[src/rtl/fwft_if.sv]
// FWFT width-converting FIFO handshake bundle.
// Write side takes full words, read side delivers halfwords.
interface fwft_if #(
  parameter int DATA_WIDTH = 16
);
  localparam int OUT_WIDTH = DATA_WIDTH / 2;

  logic                  wr;
  logic [DATA_WIDTH-1:0] wr_data;
  logic                  full;
  logic                  rd;
  logic [OUT_WIDTH-1:0]  rd_data;
  logic                  empty;

  modport master (
    output wr,
    output wr_data,
    output rd,
    input  full,
    input  rd_data,
    input  empty
  );

  modport slave (
    input  wr,
    input  wr_data,
    input  rd,
    output full,
    output rd_data,
    output empty
  );
endinterface

[src/rtl/fwft.sv]
// First-word-fall-through FIFO, word in / halfword out.
// Low half of each word is read first, then the high half.
module fwft #(
  parameter int DATA_WIDTH = 16,
  parameter int ADDR_WIDTH = 2
) (
  input  logic   clk,
  input  logic   arst_n,
  fwft_if.slave  bus
);
  localparam int OUT_WIDTH = DATA_WIDTH / 2;
  localparam int DEPTH     = 1 << ADDR_WIDTH;
  localparam logic [ADDR_WIDTH:0] LP_FULL =
    (ADDR_WIDTH + 1)'(DEPTH);

  logic [DATA_WIDTH-1:0] r_mem [DEPTH];
  logic [ADDR_WIDTH-1:0] r_wptr;
  logic [ADDR_WIDTH-1:0] r_rptr;
  logic                  r_half;
  logic [ADDR_WIDTH:0]   r_count;

  logic                  w_full;
  logic                  w_empty;
  logic                  w_wr_acc;
  logic                  w_rd_acc;
  logic                  w_pop;
  logic [DATA_WIDTH-1:0] w_word;
  logic [OUT_WIDTH-1:0]  w_rd_data;

  assign w_full   = (r_count == LP_FULL);
  assign w_empty  = (r_count == '0);
  assign w_wr_acc = bus.wr & ~w_full & ~arst_n;
  assign w_rd_acc = bus.rd & ~w_empty;
  assign w_pop    = w_rd_acc & r_half;
  assign w_word   = r_mem[r_rptr];

  // Store accepted words; contents survive reset.
  always_ff @(posedge clk) begin
    if (w_wr_acc) begin
      r_mem[r_wptr] <= bus.wr_data;
    end
  end

  // Pointers, half-select and word occupancy.
  always_ff @(posedge clk) begin
    if (arst_n) begin
      r_wptr  <= '0;
      r_rptr  <= '0;
      r_half  <= 1'b0;
      r_count <= '0;
    end else begin
      if (w_wr_acc) begin
        r_wptr <= r_wptr + 1'b1;
      end
      if (w_rd_acc) begin
        r_half <= ~r_half;
      end
      if (w_pop) begin
        r_rptr <= r_rptr + 1'b1;
      end
      unique case ({w_wr_acc, w_pop})
        2'b10:   r_count <= r_count + 1'b1;
        2'b01:   r_count <= r_count - 1'b1;
        default: r_count <= r_count;
      endcase
    end
  end

  // Present the selected half of the head word, zero when empty.
  always_comb begin
    w_rd_data = '0;
    if (!w_empty) begin
      if (r_half) begin
        w_rd_data = w_word[DATA_WIDTH-1:OUT_WIDTH];
      end else begin
        w_rd_data = w_word[OUT_WIDTH-1:0];
      end
    end
  end

  assign bus.full    = w_full;
  assign bus.empty   = w_empty;
  assign bus.rd_data = w_rd_data;
endmodule

[src/flat_wrapper.sv]
// flat-port wrapper written by rule: the top's interface ports become plain ports
module fwft_flat 
#(
  parameter int DATA_WIDTH = 16,
  parameter int ADDR_WIDTH = 2
)
  (clk, arst_n, bus_wr, bus_wr_data, bus_rd, bus_full, bus_rd_data, bus_empty);
  fwft_if #(.DATA_WIDTH(DATA_WIDTH)) bus_i ();
  input  logic clk;
  input  logic arst_n;
  input wire logic [$bits(bus_i.wr)-1:0] bus_wr;
  input wire logic [$bits(bus_i.wr_data)-1:0] bus_wr_data;
  input wire logic [$bits(bus_i.rd)-1:0] bus_rd;
  output wire logic [$bits(bus_i.full)-1:0] bus_full;
  output wire logic [$bits(bus_i.rd_data)-1:0] bus_rd_data;
  output wire logic [$bits(bus_i.empty)-1:0] bus_empty;
  assign bus_i.wr = bus_wr;
  assign bus_i.wr_data = bus_wr_data;
  assign bus_i.rd = bus_rd;
  assign bus_full = bus_i.full;
  assign bus_rd_data = bus_i.rd_data;
  assign bus_empty = bus_i.empty;
  fwft #(.DATA_WIDTH(DATA_WIDTH), .ADDR_WIDTH(ADDR_WIDTH)) u_core (.clk(clk), .arst_n(arst_n), .bus(bus_i));
endmodule
[config.mk]
export PLATFORM = sky130hd
export DESIGN_NAME = fwft_flat
export DESIGN_NICKNAME = d
export VERILOG_FILES = /design/src/rtl/fwft_if.sv /design/src/rtl/fwft.sv /design/src/flat_wrapper.sv
export SDC_FILE = /design/constraint.sdc
export NUM_CORES = 1
export LEC_CHECK = 0
export CORE_MARGIN = 2
export CORE_UTILIZATION = 50
export CTS_CLUSTER_SIZE = 40
export DETAILED_ROUTE_END_ITERATION = 8
export PLACE_DENSITY = 0.68
export REMOVE_ABC_BUFFERS = 1
export SLEW_MARGIN = 30
export SYNTH_ARGS = -nofsm -noshare
export SYNTH_HDL_FRONTEND = slang
export SYNTH_SLANG_ARGS = --single-unit
[constraint.sdc]
create_clock -name clk -period 5.4 [get_ports clk]
set_input_delay 1.62 -clock clk [delete_from_list [all_inputs] [get_ports clk]]
set_output_delay 1.62 -clock clk [all_outputs]
set_load 0.005 [all_outputs]
# Word level (Yosys, flattened, before mapping)
# Memory sizes are Yosys's and may differ from the RTL's. A register that Yosys moved wholly into a read port is not among the register bits.
# Index checks and enable logic that the tools add are counted.
dict set report word_totals {
  register_bits 8
  ram_bits 64
  elab_cells 29
  input_bits 20
  n_memories 1
  output_inout_bits 10
}
dict set report op_classes {
  n_bitwise 8
  add_sub_neg 4
  mux 7
  n_reduce_logical 2
  eq_ne 3
}
# memory depth width rd rd_ports_with_merged_regs write_ports line
set memory_table {}
lappend memory_table {u_core.r_mem 4 16 1 1 1 fwft.sv:16} ;# logic [DATA_WIDTH-1:0] r_mem [DEPTH];
# op count
set op_table {}
lappend op_table {{2-to-1 mux 8 bit} 2}
lappend op_table {{one-hot mux 3 bit (2 select lines)} 1}
lappend op_table {{adder 2 x 1 -> 2 bit, second input constant} 2}
lappend op_table {{bitwise AND 1 bit} 4}
lappend op_table {{2-to-1 mux 2 bit} 2}
lappend op_table {{inverter 1 bit} 4}
lappend op_table {{adder 3 x 1 -> 3 bit, second input constant} 1}
lappend op_table {{equality test 3 bit, second input constant} 1}
lappend op_table {{zero test 3 bit} 1}
lappend op_table {{subtractor 3 x 1 -> 3 bit, second input constant} 1}
lappend op_table {{equality test 2 x 1 -> 1 bit, second input constant} 1}
lappend op_table {{equality test 2 bit, second input constant} 1}
lappend op_table {{2-to-1 mux 1 bit} 2}
lappend op_table {{nonzero test 2 bit} 1}

# Logic depth before layout (Yosys ltp)
dict set report depth {
  word_depth 6
  ltp_mapped 10
}

# Worst setup path after synthesis
# No wires, ideal clock.
dict set report synth_timing {
  kind {input to register}
  from {input port arst_n}
  to {register u_core.r_count[2]}
  cell_stages 9
  setup_time_ns 0.070
  path_slack_ns 2.278
  t_arrival_ns 3.053
  cell_sequence {buf_2 > nor3_2 > inv_1 > ha_1 > inv_1 > fa_1 > xor2_1 > or3_1 > a21oi_1}
}
dict set report synth_via {
  elab_chain_cells 4
}
# item line
set synth_lines {}
lappend synth_lines {{start, declared} flat_wrapper.sv:10} ;# input logic arst_n;
lappend synth_lines {{inverter 1 bit} fwft.sv:32} ;# assign w_wr_acc = bus.wr & ~w_full & ~arst_n;
lappend synth_lines {{bitwise AND 1 bit} fwft.sv:32}
lappend synth_lines {{equality test 2 x 1 -> 1 bit or equality test 2 bit (tied branches)} fwft.sv:61} ;# unique case ({w_wr_acc, w_pop})
lappend synth_lines {{one-hot mux 3 bit (2 select lines) or nonzero test 2 bit (tied branches)} n/a}
lappend synth_lines {{end signal, assigned} fwft.sv:62} ;# 2'b10: r_count <= r_count + 1'b1;
lappend synth_lines {{end signal, assigned} fwft.sv:63} ;# 2'b01: r_count <= r_count - 1'b1;
lappend synth_lines {{end signal, assigned} fwft.sv:64} ;# default: r_count <= r_count;
lappend synth_lines {{end, declared} fwft.sv:20} ;# logic [ADDR_WIDTH:0] r_count;
# Parallel ways exist; a longest one is shown, timed or not.
# A chain may end at the register's enable or synchronous reset.

# Final worst setup path
dict set report layout_timing {
  from {register u_core.r_half}
  to {output port bus_rd_data[1]}
}
dict set report layout_via {
  elab_chain_cells 2
}
# item line
set layout_lines {}
lappend layout_lines {{start, declared} fwft.sv:19} ;# logic r_half;
lappend layout_lines {{start signal, assigned} fwft.sv:56} ;# r_half <= ~r_half;
lappend layout_lines {{2-to-1 mux 8 bit} fwft.sv:73} ;# if (r_half) begin
lappend layout_lines {{2-to-1 mux 8 bit} fwft.sv:72} ;# if (!w_empty) begin
lappend layout_lines {{end, declared} flat_wrapper.sv:15} ;# output wire logic [$bits(bus_i.rd_data)-1:0] bus_rd_data;
# Every way passes these cells.

==> flow_results.org <==
** Status
- Run status :: finished, final reports clean

** Route
- In this run, the number of DRC markers left after iteration 0 of detailed routing was 80.
- Overall via count from detail_route :: 1635
- For this run, design rule violations remaining after detail routing come to 0.
- Summed over all layers, the routed wires come to 5494 µm.
- The first detailed-routing pass took 4 iterations.
- After detailed routing, the number of vias per cell comes to 5.396.
- Wire length per cell after detailed routing :: 18.13 µm
- Count of nets left with antenna violations after detail routing :: 0

** Setup path
- For the worst setup path, the data arrival time is 2270 ps.
- Of all nets on the critical path, the largest fanout is 8.
- Cells along the critical path :: nor2b_1, a22o_1, nor3_2, clkdlybuf4s50_1
- The critical path is of the flop to output pin type.
- In this run the critical register-to-register path is launched from u_core.r_count[2].
- Critical R2R Capture :: u_core.r_count[2]
- In this design, the largest share of critical-path delay is due to simple AND/OR/NAND/NOR gates.
- The worst setup path is captured at an output pin.
- Startpoint class of the critical path :: flop
- Measured in cells, the most critical reg-to-reg path has a length of 10.
- Buffering stage count on the worst path with inverters included :: 1
- Across all register-to-register paths, the minimum setup slack is roughly 3000 ps.
- For the worst setup path, the data required time is 3780 ps.
- Slowest cell delay on critical path :: 690 ps
- The slowest stage of the critical path is the sky130_fd_sc_hd__nor2b_1 cell.

** Hold path
- WHS Path Cells :: 2
- The worst hold path begins at u_core.r_rptr[1].
- The path with the worst hold slack has its endpoint at u_core.r_rptr[1].
- The tightest min-delay check is of the flop to flop type.

** Clock network
- No sink is reached through more buffers than the 2 on the longest clock path.
- Gates resized, CTS repair :: 0
- Clock tree synthesis found a total of 74 sinks.
- Number of hold buffers added after CTS :: 0
- In this run, CTS created clock tree buffers numbering 9.
- The cell sitting at the root of the clock tree is a sky130_fd_sc_hd__clkbuf_8.
- H-tree levels :: 3
- Clock-pin slew was measured on the worst setup and hold paths at 80 ps.
- Worst-skew pair later-pin latency :: 340 ps
- CTS tree :: done
- Post-CTS timing repair inserted 0 buffers for setup.

** STA
- Dividing the final minimum period by the clock period gives 72.09%.
- Worst clock skew on the final layout :: 8.032 ps
- Slew Viols, Final :: 0
- Final total negative setup slack :: 0 ps
- Hold timing on the final database bottoms out at a slack of between 500 and 600 ps.
- Based on the critical path, the design can be clocked at up to 256.9 MHz.
- In this run the tightest slew margin relative to its limit is 33.56%.
- The worst path needs between 3000 and 4000 ps of the cycle, external delays included.
- Slew of the pin with the lowest slew margin :: just under 1000 ps
- The hold violation total from the final report was 0.
- Setup violations remaining at the end of the flow were counted as 0.
- Unrepaired setup endpoints after global routing :: false

** Place
- Routability-driven placement congestion ratio :: 0.7158
- Number of input and output port buffers inserted :: 29
- Final HPWL DP :: 3484 µm

** Floorplan
- The die is 82.46 µm tall.
- In this run the horizontal extent of the chip is 82.46 µm.
- For this configuration, the core starts out at a cell density of 51.99%.
- In this run the count of I/O pins placed on the die edge is 30.
- The die covers 0.006800 mm².
- After floorplanning, the core was divided into 28 placement rows.
- Core area :: 0.005921 mm²

** Yosys
- Synthesis inferred 74 register bits.
- Synthesized cell area :: 0.003078 mm²
- The share of the Yosys chip area taken by registers is 68.94%.
- Each instance of the synthesized netlist takes up on average between 15 and 20 µm².
- Syn. warnings :: 0
- Synthesis instantiated 30 different standard cells from the library.
- Gate Count Post-Synth :: 191

** Global routing
- First-pass GRT wire length :: ~8500 µm
- Total track usage :: between 15 and 20%
- The number of global-route vias before repair came to 1633.
- Largest net degree at the start of global routing :: 33
- Initial antenna violation count :: 0
- For this run the aggregate overflow at the end of global routing stands at 0.

** Finish
- Final core area utilization :: 61.58%
- Of the cells placed in the final design, the portion with a size suffix greater than 1 is 13.16%.
- The number of antenna diodes in the final layout is 0.
- Compared with the post-synthesis result, the final layout area differs by 18.46%.
- Final layout net count :: 249

** Power and ir drop
- The clock network accounts for 39.7% of the total power.
- Share of power burned in registers :: 52.8%
- Sw frac :: between 20% and 30%
- Ratio of total power to cell area :: 335.5 mW/mm²
- Per report_power, the combinational group accounts for under 10% of the total.
- Internal power comes to 0.9764 mW.
- Pleak :: ~1.2 nW
- Sw power :: 0.2470 mW
- IR analysis of the VDD net gives a maximum drop of 0.1861 mV.

** Job
- Max-cap violation count :: 0
-- worst reg2reg max path: cells and delay by family (launching register included) --
kind	cells	cell delay [ps]
simple gates	3	810
xor+xnor	1	160
compound gates	1	140
fa+ha+maj	2	540
buf+inv	3	210
flops	1	440
-- cell type report --
class,instances,area (µm²)
clock buffer,13,201.4
timing repair buffer,29,290.3
sequential,74,2126
multi-input combinational,98,848.3
clock inverter,3,40.04
tap,75,93.84
inverter,11,46.29
fill,439,2275
-- power by group through the flow --
stage / combinational, mW / sequential [mW] / clock [mW]
floorplan: 0.0455 / 0.656 / 0
global placement: 0.0903 / 0.658 / 0
detailed placement: 0.0932 / 0.659 / 0
CTS: 0.0937 / 0.646 / 0.491
global route: 0.102 / 0.647 / 0.516
finish: 0.0923 / 0.646 / 0.485
-- per-stage QoR --
step / worst slack (ps) / instance area (µm²) / total power [mW] / cells
after floorplan: 1878 / 3017 / 0.7018 / 183
after global placement: 1682 / 3402 / 0.7482 / 287
after detailed placement: 1589 / 3402 / 0.7523 / 287
after CTS: 1251 / 3643 / 1.231 / 303
after global routing: 1437 / 3646 / 1.265 / 303
final: 1507 / 3646 / 1.223 / 303
-- cell usage in the layout (no fill, tap or decap), types with 2 or more instances in the layout --
cell type / Yosys / layout
sky130_fd_sc_hd__a21oi_1: 4 / 4
sky130_fd_sc_hd__a22o_1: 16 / 16
sky130_fd_sc_hd__and2_1: 5 / 5
sky130_fd_sc_hd__clkbuf_16: 0 / 2
sky130_fd_sc_hd__clkbuf_8: 0 / 11
sky130_fd_sc_hd__clkdlybuf4s50_1: 0 / 29
sky130_fd_sc_hd__clkinv_2: 0 / 2
sky130_fd_sc_hd__dfxtp_1: 10 / 9
sky130_fd_sc_hd__edfxtp_1: 64 / 64
sky130_fd_sc_hd__ha_1: 5 / 5
sky130_fd_sc_hd__inv_1: 10 / 10
sky130_fd_sc_hd__mux2i_1: 32 / 32
sky130_fd_sc_hd__nand3_1: 2 / 2
sky130_fd_sc_hd__nor2_1: 7 / 7
sky130_fd_sc_hd__nor2b_1: 2 / 2
sky130_fd_sc_hd__nor3_1: 2 / 2
sky130_fd_sc_hd__nor3_2: 8 / 8
sky130_fd_sc_hd__o21ai_0: 2 / 2
sky130_fd_sc_hd__or3_1: 2 / 2
sky130_fd_sc_hd__xnor2_1: 2 / 2
sky130_fd_sc_hd__xor2_1: 2 / 2
-- worst max path at each step --
stage / cells past startpoint / slack (ps) / endpoint / startpoint
2_1_floorplan: 3 / 1880 / bus_rd_data[3] / flop
3_3_place_gp: 4 / 1680 / bus_rd_data[3] / flop
3_5_place_dp: 9 / 1590 / u_core.r_count[2] / arst_n
4_1_cts: 4 / 1250 / bus_rd_data[3] / flop
5_1_grt: 4 / 1440 / bus_rd_data[1] / u_core.r_half
6_report: 4 / 1510 / bus_rd_data[1] / u_core.r_half
-- cell usage after synthesis (all sizes together) --
master	count	area (µm²)
edfxtp	64	1922
mux2i	32	320.3
a22o	16	140.1
dfxtp	10	200.2
inv	10	37.54
nor3	10	90.09
buf	8	61.30
nor2	7	26.28
a21oi	5	28.78
and2	5	31.28
ha	5	62.56
o21ai	4	23.77
nand3	2	10.01
nor2b	2	12.51
or3	2	12.51
xnor2	2	17.52
xor2	2	17.52
clkinv	1	8.760
fa	1	20.02
o311ai	1	16.27
o31ai	1	7.510
or3b	1	11.26
-- sequential cells by signal, summed over array words and instances (netlist names), named ones only --
| name | cells |
|---|---|
| u_core.r_wptr | 2 |
| u_core.r_mem | 64 |
| u_core.r_half | 1 |
| u_core.r_rptr | 2 |
| u_core.r_count | 3 |
-- metal layers --
metal / global-route usage (%) / vias up / share of wire, %
li1: - / 789 / -
met1: 22.19 / 799 / 42
met2: 30.73 / 43 / 52
met3: 5.217 / 4 / 4.9
met4: 7.000 / 0 / 1.1
met5: 0 / - / 0
-- cell families after synthesis --
logic type      after synthesis  synth area share [%]
xor+xnor                      4                 1.138
fa+ha+maj                     6                 2.683
buf+inv                      19                 3.496
simple gates                 29                 6.301
compound gates               27                 7.033
flops                        74                 68.94
mux                          32                 10.41
No activity file was read; power rests on OpenSTA's default activity.
